[config.mk]
export PLATFORM = sky130hd
export DESIGN_NAME = maint_scheduler
export DESIGN_NICKNAME = d
export VERILOG_FILES = /design/src/rtl/maint_pkg.sv /design/src/rtl/maint_interval_timer.sv /design/src/rtl/maint_scheduler.sv
export SDC_FILE = /design/constraint.sdc
export NUM_CORES = 1
export LEC_CHECK = 0
export ABC_AREA = 1
export CORE_ASPECT_RATIO = 0.9
export CORE_UTILIZATION = 55
export CTS_CLUSTER_SIZE = 10
export DETAILED_ROUTE_END_ITERATION = 10
export HOLD_SLACK_MARGIN = 0.15
export PLACE_DENSITY = 0.8
export SLEW_MARGIN = 10
export SYNTH_ARGS = -nofsm -noshare
export SYNTH_HDL_FRONTEND = slang
export SYNTH_SLANG_ARGS = --single-unit
[constraint.sdc]
create_clock -name clk -period 2.09 [get_ports clk]
set_input_delay 0.627 -clock clk [delete_from_list [all_inputs] [get_ports clk]]
set_output_delay 0.627 -clock clk [all_outputs]
set_load 0.03 [all_outputs]
[src/rtl/maint_pkg.sv]
// Shared types and defaults for the maintenance scheduler.
//   maint_state_t      - scheduler FSM state encoding
//   TREFI_CYC_DEF      - default refresh interval in cycles (7.8 us at 100 MHz)
//   SCRUB_INTERVAL_DEF - default cycles between scrub opportunities
//   debt_w()           - width needed to hold a refresh debt of 0..max_postpone
package maint_pkg;

  typedef enum logic [1:0] {
    S_IDLE,
    S_REF,
    S_SCRUB
  } maint_state_t;

  localparam int unsigned TREFI_CYC_DEF      = 780;
  localparam int unsigned SCRUB_INTERVAL_DEF = 4096;

  function automatic int unsigned debt_w(int unsigned max_postpone);
    return $clog2(max_postpone + 1);
  endfunction

endpackage

[src/rtl/maint_interval_timer.sv]
// Free-running interval timer: counts 0..PERIOD-1 while en is high, holds while low.
//   clk  - system clock
//   rst  - synchronous active-high reset (count back to 0)
//   en   - count enable
//   tick - high for the single cycle the counter sits at PERIOD-1 with en high
module maint_interval_timer #(
  parameter int unsigned PERIOD = 16
) (
  input  logic clk,
  input  logic rst,
  input  logic en,
  output logic tick
);

  localparam int unsigned CntW = (PERIOD > 1) ? $clog2(PERIOD) : 1;

  logic [CntW-1:0] count_q, count_d;

  always_comb begin
    tick    = en && (count_q == CntW'(PERIOD - 1));
    count_d = count_q;
    if (en) begin
      count_d = tick ? '0 : count_q + 1'b1;
    end
  end

  always_ff @(posedge clk) begin
    if (rst) begin
      count_q <= '0;
    end else begin
      count_q <= count_d;
    end
  end

endmodule

[src/rtl/maint_scheduler.sv]
// Maintenance request scheduler: tracks refresh debt against a tREFI timer, allows
// bounded postponement under host traffic, and walks a scrub address range.
// At most one of refresh_req / scrub_req is raised at a time (level req, 1-cycle ack).
//   clk, rst        - clock, synchronous active-high reset
//   host_busy       - host command pending; defers non-urgent maintenance
//   scrub_en        - enables scrub timer and scrub requests
//   refresh_req/ack - refresh handshake
//   refresh_urgent  - debt >= MAX_POSTPONE-1
//   refresh_debt    - outstanding refreshes
//   refresh_overrun - sticky: tick arrived with debt already saturated
//   scrub_req/ack   - scrub handshake; scrub_addr is the current/next scrub address
//   scrub_wrap      - 1-cycle pulse when scrub_addr reloads SCRUB_BASE
module maint_scheduler
  import maint_pkg::*;
#(
  parameter int unsigned       TREFI_CYC      = TREFI_CYC_DEF,
  parameter int unsigned       MAX_POSTPONE   = 8,
  parameter int unsigned       SCRUB_INTERVAL = SCRUB_INTERVAL_DEF,
  parameter int unsigned       ADDR_W         = 32,
  parameter logic [ADDR_W-1:0] SCRUB_BASE     = ADDR_W'(32'h0000_0000),
  parameter logic [ADDR_W-1:0] SCRUB_LIMIT    = ADDR_W'(32'h0010_0000),
  parameter int unsigned       SCRUB_STEP     = 64
) (
  input  logic                              clk,
  input  logic                              rst,
  input  logic                              host_busy,
  input  logic                              scrub_en,
  output logic                              refresh_req,
  input  logic                              refresh_ack,
  output logic                              refresh_urgent,
  output logic [debt_w(MAX_POSTPONE)-1:0]   refresh_debt,
  output logic                              refresh_overrun,
  output logic                              scrub_req,
  output logic [ADDR_W-1:0]                 scrub_addr,
  input  logic                              scrub_ack,
  output logic                              scrub_wrap
);

  localparam int unsigned      DebtW   = debt_w(MAX_POSTPONE);
  localparam logic [DebtW-1:0] DebtMax = DebtW'(MAX_POSTPONE);
  localparam logic [DebtW-1:0] DebtUrg = DebtW'(MAX_POSTPONE - 1);

  logic ref_tick, scrub_tick;

  maint_interval_timer #(
    .PERIOD (TREFI_CYC)
  ) u_ref_timer (
    .clk  (clk),
    .rst  (rst),
    .en   (1'b1),
    .tick (ref_tick)
  );

  maint_interval_timer #(
    .PERIOD (SCRUB_INTERVAL)
  ) u_scrub_timer (
    .clk  (clk),
    .rst  (rst),
    .en   (scrub_en),
    .tick (scrub_tick)
  );

  maint_state_t      state_q, state_d;
  logic [DebtW-1:0]  debt_q, debt_d;
  logic              urgent_q;
  logic              overrun_q, overrun_d;
  logic              pending_q, pending_d;
  logic [ADDR_W-1:0] addr_q, addr_d;
  logic [ADDR_W:0]   addr_nxt;
  logic              wrap_q, wrap_d;
  logic              refresh_req_q, scrub_req_q;
  logic              ref_ack_ok, scrub_ack_ok;

  always_comb begin
    // Acks only count while the matching request is actually raised.
    ref_ack_ok   = refresh_ack && refresh_req_q;
    scrub_ack_ok = scrub_ack && scrub_req_q;

    debt_d    = debt_q;
    overrun_d = overrun_q;
    if (ref_tick && !ref_ack_ok) begin
      if (debt_q == DebtMax) begin
        overrun_d = 1'b1;
      end else begin
        debt_d = debt_q + 1'b1;
      end
    end else if (ref_ack_ok && !ref_tick && (debt_q != '0)) begin
      debt_d = debt_q - 1'b1;
    end

    // A tick landing on the ack cycle is a fresh opportunity, so it wins over the clear.
    pending_d = pending_q;
    if (scrub_ack_ok) pending_d = 1'b0;
    if (scrub_tick)   pending_d = 1'b1;
    if (!scrub_en)    pending_d = 1'b0;

    // Extra bit so a step past the top of the address space is still seen as >= limit.
    addr_nxt = {1'b0, addr_q} + (ADDR_W + 1)'(SCRUB_STEP);
    addr_d   = addr_q;
    wrap_d   = 1'b0;
    if (scrub_ack_ok) begin
      if (addr_nxt >= {1'b0, SCRUB_LIMIT}) begin
        addr_d = SCRUB_BASE;
        wrap_d = 1'b1;
      end else begin
        addr_d = addr_nxt[ADDR_W-1:0];
      end
    end

    state_d = state_q;
    case (state_q)
      S_IDLE: begin
        if ((debt_q != '0) && (!host_busy || urgent_q)) begin
          state_d = S_REF;
        end else if (pending_q && scrub_en && !host_busy && !urgent_q) begin
          state_d = S_SCRUB;
        end
      end
      S_REF:   if (ref_ack_ok)   state_d = S_IDLE;
      S_SCRUB: if (scrub_ack_ok) state_d = S_IDLE;
      default: state_d = S_IDLE;
    endcase
  end

  always_ff @(posedge clk) begin
    if (rst) begin
      state_q       <= S_IDLE;
      debt_q        <= '0;
      urgent_q      <= 1'b0;
      overrun_q     <= 1'b0;
      pending_q     <= 1'b0;
      addr_q        <= SCRUB_BASE;
      wrap_q        <= 1'b0;
      refresh_req_q <= 1'b0;
      scrub_req_q   <= 1'b0;
    end else begin
      state_q       <= state_d;
      debt_q        <= debt_d;
      urgent_q      <= (debt_d >= DebtUrg);
      overrun_q     <= overrun_d;
      pending_q     <= pending_d;
      addr_q        <= addr_d;
      wrap_q        <= wrap_d;
      refresh_req_q <= (state_d == S_REF);
      scrub_req_q   <= (state_d == S_SCRUB);
    end
  end

  assign refresh_req     = refresh_req_q;
  assign refresh_urgent  = urgent_q;
  assign refresh_debt    = debt_q;
  assign refresh_overrun = overrun_q;
  assign scrub_req       = scrub_req_q;
  assign scrub_addr      = addr_q;
  assign scrub_wrap      = wrap_q;

endmodule

=== Word-level counts from Yosys, hierarchy flattened ===
Cells that the tools add are included.

* Input bits: 6
* Flip-flop bits (word level): 66

* Order comparisons: 2
* Add/sub/neg operators: 5
* Muxes and demuxes: 13
* Bitwise gates (word level): 2
* Reduce and logical (&&, ||, !) cells: 22
* Equal/unequal tests: 7

{| class="wikitable"
|+ Operators with widths
! operator !! number
|-
| 32-bit by 7-bit adder with 33-bit output (second input constant) || 1
|-
| 33-bit by 21-bit >= comparator with 1-bit output (second input constant) || 1
|-
| 32-bit 2-to-1 mux || 1
|-
| 12-bit by 1-bit adder with 12-bit output (second input constant) || 1
|-
| 12-bit == test (second input constant) || 1
|-
| 12-bit 2-to-1 mux || 1
|-
| 4-bit 2-to-1 mux || 3
|-
| 10-bit by 1-bit adder with 10-bit output (second input constant) || 1
|-
| 10-bit == test (second input constant) || 1
|-
| 1-bit logical AND || 10
|-
| 2-bit 2-to-1 mux || 4
|-
| 2-bit one-hot mux with 3 select lines || 1
|-
| 2-bit OR reduction || 3
|-
| 4-bit by 1-bit adder with 4-bit output (second input constant) || 1
|-
| 2-bit by 1-bit == test with 1-bit output (second input constant) || 2
|-
| 2-bit == test (second input constant) || 2
|-
| 4-bit == test (second input constant) || 1
|-
| 4-bit by 3-bit >= comparator with 1-bit output (second input constant) || 1
|-
| 1-bit logical NOT || 4
|-
| 4-bit nonzero test || 1
|-
| 4-bit by 1-bit subtractor with 4-bit output (second input constant) || 1
|-
| 1-bit 2-to-1 mux || 3
|-
| 2-bit logical NOT || 1
|-
| 1-bit inverter || 2
|-
| 3 further kinds || 3
|}

=== Logic depth before layout (Yosys ltp) ===
* Depth in word-level cells: 7
* Gate-level depth with buffers: 15

=== By module ===
From an unflattened synthesis, not the netlist that was laid out.

* Cells, all modules: 481
* Area total of the unflattened synthesis: 3405.8 um^2

{| class="wikitable"
|+ Modules (own cells, without submodules)
! module !! times used !! area each (um^2) !! cells each
|-
| maint_scheduler || 1 || 2262.2 || 320
|-
| maint_interval_timer at u_scrub_timer || 1 || 606.8 || 85
|-
| maint_interval_timer at u_ref_timer || 1 || 536.8 || 76
|}

=== Worst setup path before layout ===
Ideal clock, no wire load.

* Path type: reg2reg
* From: register addr_q[6], in the netlist scrub_addr[6]
* To: register addr_q[9], in the netlist scrub_addr[9]
* Data required time: 1.971 ns
* Arrival: 1.959 ns
* Stages on the path, launching flop included: 16
* Path slack: 0.012 ns
* Path through: dfxtp_1 > ha_1 > nand2_2 > nor2_2 > nand2_2 > nor2_4 > nand2_1 > nand2_1 > nand2_1 > nand2_1 > nor2_1 > nand3_1 > nand2_2 > nand2_4 > buf_6 > nor2_2

* Word-level cells in the longest chain between the ends: 3

{| class="wikitable"
|+ RTL lines
! what !! line !! RTL
|-
| start: declaration || maint_scheduler.sv:68 || <nowiki>logic [ADDR_W-1:0] addr_q, addr_d;</nowiki>
|-
| start signal: assignment || maint_scheduler.sv:142 || <nowiki>addr_q <= addr_d;</nowiki>
|-
| 32-bit by 7-bit adder with 33-bit output * || maint_scheduler.sv:98 || <nowiki>addr_nxt = {1'b0, addr_q} + (ADDR_W + 1)'(SCRUB_STEP);</nowiki>
|-
| 33-bit by 21-bit >= comparator with 1-bit output || maint_scheduler.sv:102 || <nowiki>if (addr_nxt >= {1'b0, SCRUB_LIMIT}) begin</nowiki>
|-
| 32-bit 2-to-1 mux * || maint_scheduler.sv:102 ||
|}

Mark *: on every way between the ends. The rest lies on a longest branch, timed or not.
A chain may end at the register's enable or synchronous reset.

=== Worst setup path after layout ===
* From: register debt_q[2], in the netlist refresh_debt[2]
* To: output refresh_debt[2]

{| class="wikitable"
|+ RTL lines
! what !! line !! RTL
|-
| start: declaration || maint_scheduler.sv:64 || <nowiki>logic [DebtW-1:0] debt_q, debt_d;</nowiki>
|-
| start signal: assignment || maint_scheduler.sv:138 || <nowiki>debt_q <= debt_d;</nowiki>
|-
| end: declaration || maint_scheduler.sv:31 || <nowiki>output logic [debt_w(MAX_POSTPONE)-1:0] refresh_debt,</nowiki>
|}

No word-level cell between the ends.

==> summary.md <==
| Metric | Value |
|---|---|
| Nets | 548 |
| Largest net degree at the start of global routing | 25 |
| DRC Markers | 0 |
| Count of clock tree sinks | 60 |
| Die area | 6270 um^2 |
| CP arrival | 1410 ps |
| Most common cell after layout, fill and taps aside | nand2_1 |
| Synth-to-layout area growth | 26.9% |
| Number of max-cap violations | 0 |
| Number of global-route vias before repair | 2716 |
| First-pass DRT Iterations | 5 |
| Root buffer cell | clkbuf_8 |
| #FFs+latches synth | 60 |
| Initial antenna violation count | 0 |
| Distinct cell type count after synthesis | 38 |
| Post-Route WL | 7560 um |
| CP delay by family, top | buffers and inverters |
| Core area | 5730 um^2 |
| Detailed Place HPWL | 5330 um |
| Rel. slew slack | 60.5% |
| Worst Setup End Kind | output port |
| Fillers | 486 |
| WL/cell | 12.4 um |
| Outcome | complete, no violations |
| Total GRT Usage | 24.2% |
| Peak supply drop | 0.391 mV |
| Most frequent cells in the layout | 108 x nand2_1, 59 x dfxtp_1, 56 x inv_1, 55 x nor2_1, 28 x nand3_1 |
| WS Path Type | register to output port |
| Layout cell share with drive strength beyond 1 | 15.0% |
| Sequential area share after synthesis | 36.7% |
| Top Ports | 47 |
| Critical R2R Launch | scrub_addr[15] |
| CP startpoint kind | register |
| Post-DRT Antenna Nets | 0 |
| Worst setup path start | refresh_debt[2] |
| Yosys Warn Count | 0 |
| GPL Wtd Cong | 0.910 |
| P_leak | 0.00196 uW |
| Hold path start | u_ref_timer.count_q[0] |
| Total power | 2260 uW |
| Gate count of the mapped netlist | 473 |
| Slew @ Worst Pin | 578 ps |
| CTS tree | yes |
| Buf/Inv on CP | 1 |
| Final hold vios | 0 |
| Final period utilization | 97.5% |
| Final setup vio count | 0 |
| Vias/cell | 5.14 |
| Diodes inserted | 0 |
| Area of the multi-input gates | 1920 um^2 |
| First-pass GRT wire length | 12000 um |
| Std-Cell Rows | 26 |
| Fin. max-slew vios | 0 |
| Worst-path clk slew | 60 ps |
| Fin Setup TNS | 0 ps |
| Die span in y | 75.2 um |
| Req. time, crit path | 1460 ps |
| Worst skew pair latency | 340 ps |
| Die width | 83.3 um |
| WHS | 451 ps |
| Max stage delay cell, worst path | clkdlybuf4s50_1 |
| H-tree depth | 3 |
| Grt ovf | 0 |
| CTS Buf Count | 9 |
| Synthesized area per cell | 6.93 um^2 |
| First DRT Iteration DRCs | 149 |
| Pwr per Cell Area | 545 nW/um^2 |
| Hold WC Path Type | register to register |
| Max Freq | 491 MHz |
| Initial Util | 57.2% |
| Longest Clk Path Bufs | 2 |
| Register area | 1200 um^2 |
| Critical-path cell list | clkdlybuf4s50_1 |
| Tmin final | 2040 ps |
| Slowest Stage Delay on Critical Path | 690 ps |
| Synth Cell Area | 3280 um^2 |
| Port buffer count | 40 |
| Worst Path Max Fanout | 2 |
| Via count | 3141 |
| Layout Skew | 6.92 ps |
## logic make-up after synthesis
family | share of synthesized area, %
xor+xnor | 5.35
mux | 3.06
compound gates | 6.30
other cells | 0.114
fa+ha+maj | 1.91
flops | 36.7
buf+inv | 8.94
simple gates | 37.7
## sequential cells by signal (all words and copies together) (netlist names), 2 cells and up
name	count
refresh_debt	4
scrub_addr	26
state_q	2
u_ref_timer.count_q	10
u_scrub_timer.count_q	12
## worst reg2reg max path: cells and delay by family, from the launching register on
| kind | cells | cell delay (ps) |
|---|---|---|
| AND/OR/NAND/NOR | 11 | 1330 |
| flip-flops | 1 | 420 |
| AO/OA/AOI/OAI | 1 | 160 |
## Yosys cell counts
cell	instances	area share [%]
o21ai_1	2	0.31
nand2_2	6	1.1
o21ai_2	2	0.53
xor2_1	13	3.5
ha_1	5	1.9
o21ai_0	7	1.1
o211ai_1	2	0.46
o21a_1	1	0.23
mux2i_1	10	3.1
o22ai_1	1	0.19
inv_2	1	0.11
conb_1	1	0.11
or2_2	2	0.38
nor3_1	21	3.2
clkinv_1	1	0.11
nand2_1	110	13
nand4_1	8	1.5
nand3b_1	3	0.69
dfxtp_1	60	37
nor2_1	64	7.3
xnor2_1	7	1.9
nand3_1	29	4.4
nor2_4	2	0.69
buf_4	6	1.4
inv_1	56	6.4
a2111oi_0	2	0.53
a21oi_1	13	2.0
buf_6	1	0.34
nand3_2	2	0.61
a31oi_1	4	0.76
nor2_2	15	2.9
and2_1	3	0.57
a211oi_1	1	0.23
clkbuf_1	5	0.57
nor4_1	2	0.38
nor3b_1	3	0.69
nand2_4	1	0.34
and3_1	1	0.19
## metrics by stage
stage | cell area [um^2] | setup WS [ps] | utilization [%] | std cells
after floorplan | 3290 | 11.9 | - | 478
after global placement | 3850 | -292 | 67.2 | 593
after detailed placement | 3850 | -397 | 67.2 | 593
after CTS | 4010 | 0.940 | 70.0 | 608
after global routing | 4160 | -45.8 | 72.6 | 611
final | 4160 | 51.5 | 72.6 | 611
## power breakdown
part | switching [uW] | leakage, uW | internal, uW
registers | 6.66 | 0.000485 | 1150
clock network | 447 | 0.0000935 | 576
logic | 56.6 | 0.00138 | 26.7
total | 510 | 0.00196 | 1750
## routing by layer
| metal | part of all wire, % | up-vias | routed length, um | GRT usage [%] |
|---|---|---|---|---|
| li1 | - | 1636 | - | - |
| met1 | 46 | 1403 | 3490 | 29.3 |
| met2 | 48 | 92 | 3600 | 41.9 |
| met3 | 5.3 | 10 | 399 | 6.47 |
| met4 | 0.97 | 0 | 73 | 9.39 |
| met5 | 0 | - | 0 | 0 |
## path summary, 6_finish.rpt
kind	cells past startpoint	to	slack, ps
max	1	refresh_debt[2]	50
min	1	u_ref_timer.count_q[0]	450
max reg2reg	12	scrub_addr[18]	120
min reg2reg	1	u_ref_timer.count_q[0]	450
## layout make-up
| class | count | share of cell area, % |
|---|---|---|
| Clock buffer | 13 | 3.58 |
| Clock inverter | 2 | 0.843 |
| Inverter | 58 | 5.24 |
| Multi-Input combinational cell | 349 | 46.3 |
| Sequential cell | 60 | 28.9 |
| Tap cell | 70 | 2.11 |
| Timing Repair Buffer | 59 | 13.0 |
## repair_timing
item / 4_1_cts / 5_1_grt
gates cloned: 0 / 1
resized for setup: 23 / 31
buffers inserted: 0 / 2
pin swaps: 0 / 15
hold buffers: 0 / 0
setup endpoints to repair: 23 / 27
No activity file was read; power rests on OpenSTA's default activity.
==> patch, RTL diff (same flow settings) <==
Encoding of `maint_state_t`: now one-hot (3 bits for 3 states).
--- a/src/rtl/maint_pkg.sv
+++ b/src/rtl/maint_pkg.sv
@@ -6,8 +6,8 @@
 package maint_pkg;
 
-  typedef enum logic [1:0] {
-    S_IDLE,
-    S_REF,
-    S_SCRUB
+  typedef enum logic [2:0] {
+    S_IDLE  = 3'b001,
+    S_REF   = 3'b010,
+    S_SCRUB = 3'b100
   } maint_state_t;
 
Check against the original RTL: same outputs for any inputs over 10 cycles, from zero or initial values and one cycle with rst high; not proved beyond that.
==> patch against the unedited design <==
- total power rose by 0.97%
- fmax fell by 0.79%
- critical endpoint is now scrub_addr[31]
- clock skew is 1.3 ps lower
- sequential cell count up 1
- cell area is 0.99% lower
- cell count fell by 1.8%
- area after synthesis decreased by 0.61%
- global-route usage is 1.4 points higher
- non-clock buffer count is 1 higher
- critical path depth is the same
- worst hold slack got worse by 1.6 ps
- largest cell class unchanged
- setup slack worse by 16 ps
- count of clock-buffer cells in the layout fell by 1
- wire length increased by 2.5%
==> patch: results (changes against the unedited design) <==
Status: finished clean
Via count: 3146 (+0.16%)
Largest net degree at the start of global routing: 19 (-24%)
Layout cells sized above 1: 0.155 (+0.00499)
Register area share after synthesis: 0.375 (+0.00840)
Met1 WL: 3.56 mm (+2.1%)
Final wirelength: 7.75 mm (+2.5%)
WL met3: 382 um (-4.3%)
DRT iter0 DRCs: 194 (+30%)
Xor/xnor cell area share of the yosys netlist: 0.0646 (+0.0111)
Vias in the first global route: 2867 (+5.6%)
Met2 WL: 3.63 mm (+0.83%)
Reg2reg setup slack: 150 ps (+30 ps)
Area fraction in compound gates after synthesis: 0.0688 (+0.00577)
Synth cell count leaders: nand2_1, dfxtp_1, nor2_1
Count of cell types in the netlist: 34 (-11%)
Synth top area cells: dfxtp_1, nand2_1, nor2_1
Critical Path Sink: scrub_addr[31]
Maximum vdd drop: 0.000467 V (+19%)
Cell area after placement: 3820 um2 (-0.68%)
HPWL Detailed: 5.56 mm (+4.4%)
Adder-cell share of the synthesized area: 0.0192 (+0.000117)
CP max FO: 4 (+2)
Mux cell area share after synthesis: 0.0277 (-0.00289)
DR pass1 iterations: 4 (-1)
# nets final: 536 (-2.2%)
All-Layer GR Usage: 0.256 (+0.0141)
Worst r2r src: scrub_addr[7]
First-pass GRT wire length: 12.5 mm (+4.5%)
==> patch: cell types whose count changed in the layout (fill, tap and decap cells not counted), moves of 5 or more <==
cell,before,now
nand2_1,108,95
nor3_1,20,27
o21ai_0,7,12
dfxtp_2,1,11
dfxtp_1,59,49
dlygate4sd2_1,22,16
==> patch: how the worst min path moves through the flow <==
stage                                 from                     end  slack, ps  depth (start not counted)
detailed placement  u_ref_timer.count_q[0]  u_ref_timer.count_q[0]        440                          1
global route        u_ref_timer.count_q[0]  u_ref_timer.count_q[0]        470                          1
finish              u_ref_timer.count_q[0]  u_ref_timer.count_q[0]        450                          1
CTS                 u_ref_timer.count_q[0]  u_ref_timer.count_q[0]        450                          1
global placement    u_ref_timer.count_q[0]  u_ref_timer.count_q[0]        430                          1
floorplan           u_ref_timer.count_q[0]  u_ref_timer.count_q[0]        420                          1
==> patch: per-stage QoR <==
| stage | power (W) | cells | worst slack [ps] | TNS [ps] | utilization |
|---|---|---|---|---|---|
| after CTS | 0.00231 | 597 | 3.80 | 0 | 0.702 |
| final | 0.00229 | 600 | 35.2 | 0 | 0.723 |
| after detailed placement | 0.00128 | 581 | -16.2 | -16.2 | 0.671 |
| after global placement | 0.00127 | 581 | 13.1 | 0 | 0.671 |
| after global routing | 0.00237 | 600 | -3.90 | -3.90 | 0.723 |
| after floorplan | 0.00126 | 466 | 109 | 0 | - |
==> patch: layout make-up <==
cell class / instances / area [um2]
clock inverters: 4 / 47.5
repair buffers: 60 / 553
clock buffers: 12 / 145
well taps: 70 / 87.6
multi-input cells: 339 / 1840
fillers: 455 / 1580
inverters: 54 / 203
flip-flops and latches: 61 / 1240
==> patch: repair_timing <==
action | in CTS | in global routing
pin swaps | 0 | 3
cloned | 0 | 1
setup endpoints to repair | 16 | 21
buffers inserted | 0 | 2
gates resized for setup | 16 | 33
==> patch: cell families (layout without fill, tap and decap cells) <==
logic type	Yosys count	count (layout)
flip-flops	61	61
adder cells (fa/ha/maj)	5	5
other	1	6
multiplexers	9	9
AND/OR/NAND/NOR	255	256
AO/OA/AOI/OAI	39	39
XOR/XNOR	24	24
buffers and inverters	67	130
==> patch: power breakdown <==
group,internal (W),switching [W]
combinational,0.0000255,0.0000542
sequential,0.00117,0.00000620
clock,0.000579,0.000452
==> patch: layer usage <==
metal | GRT usage | vias to the layer above
met1 | 0.308 | 1451
met2 | 0.439 | 88
met4 | 0.103 | 0
met3 | 0.0757 | 16
li1 | - | 1591
met5 | 0 | -
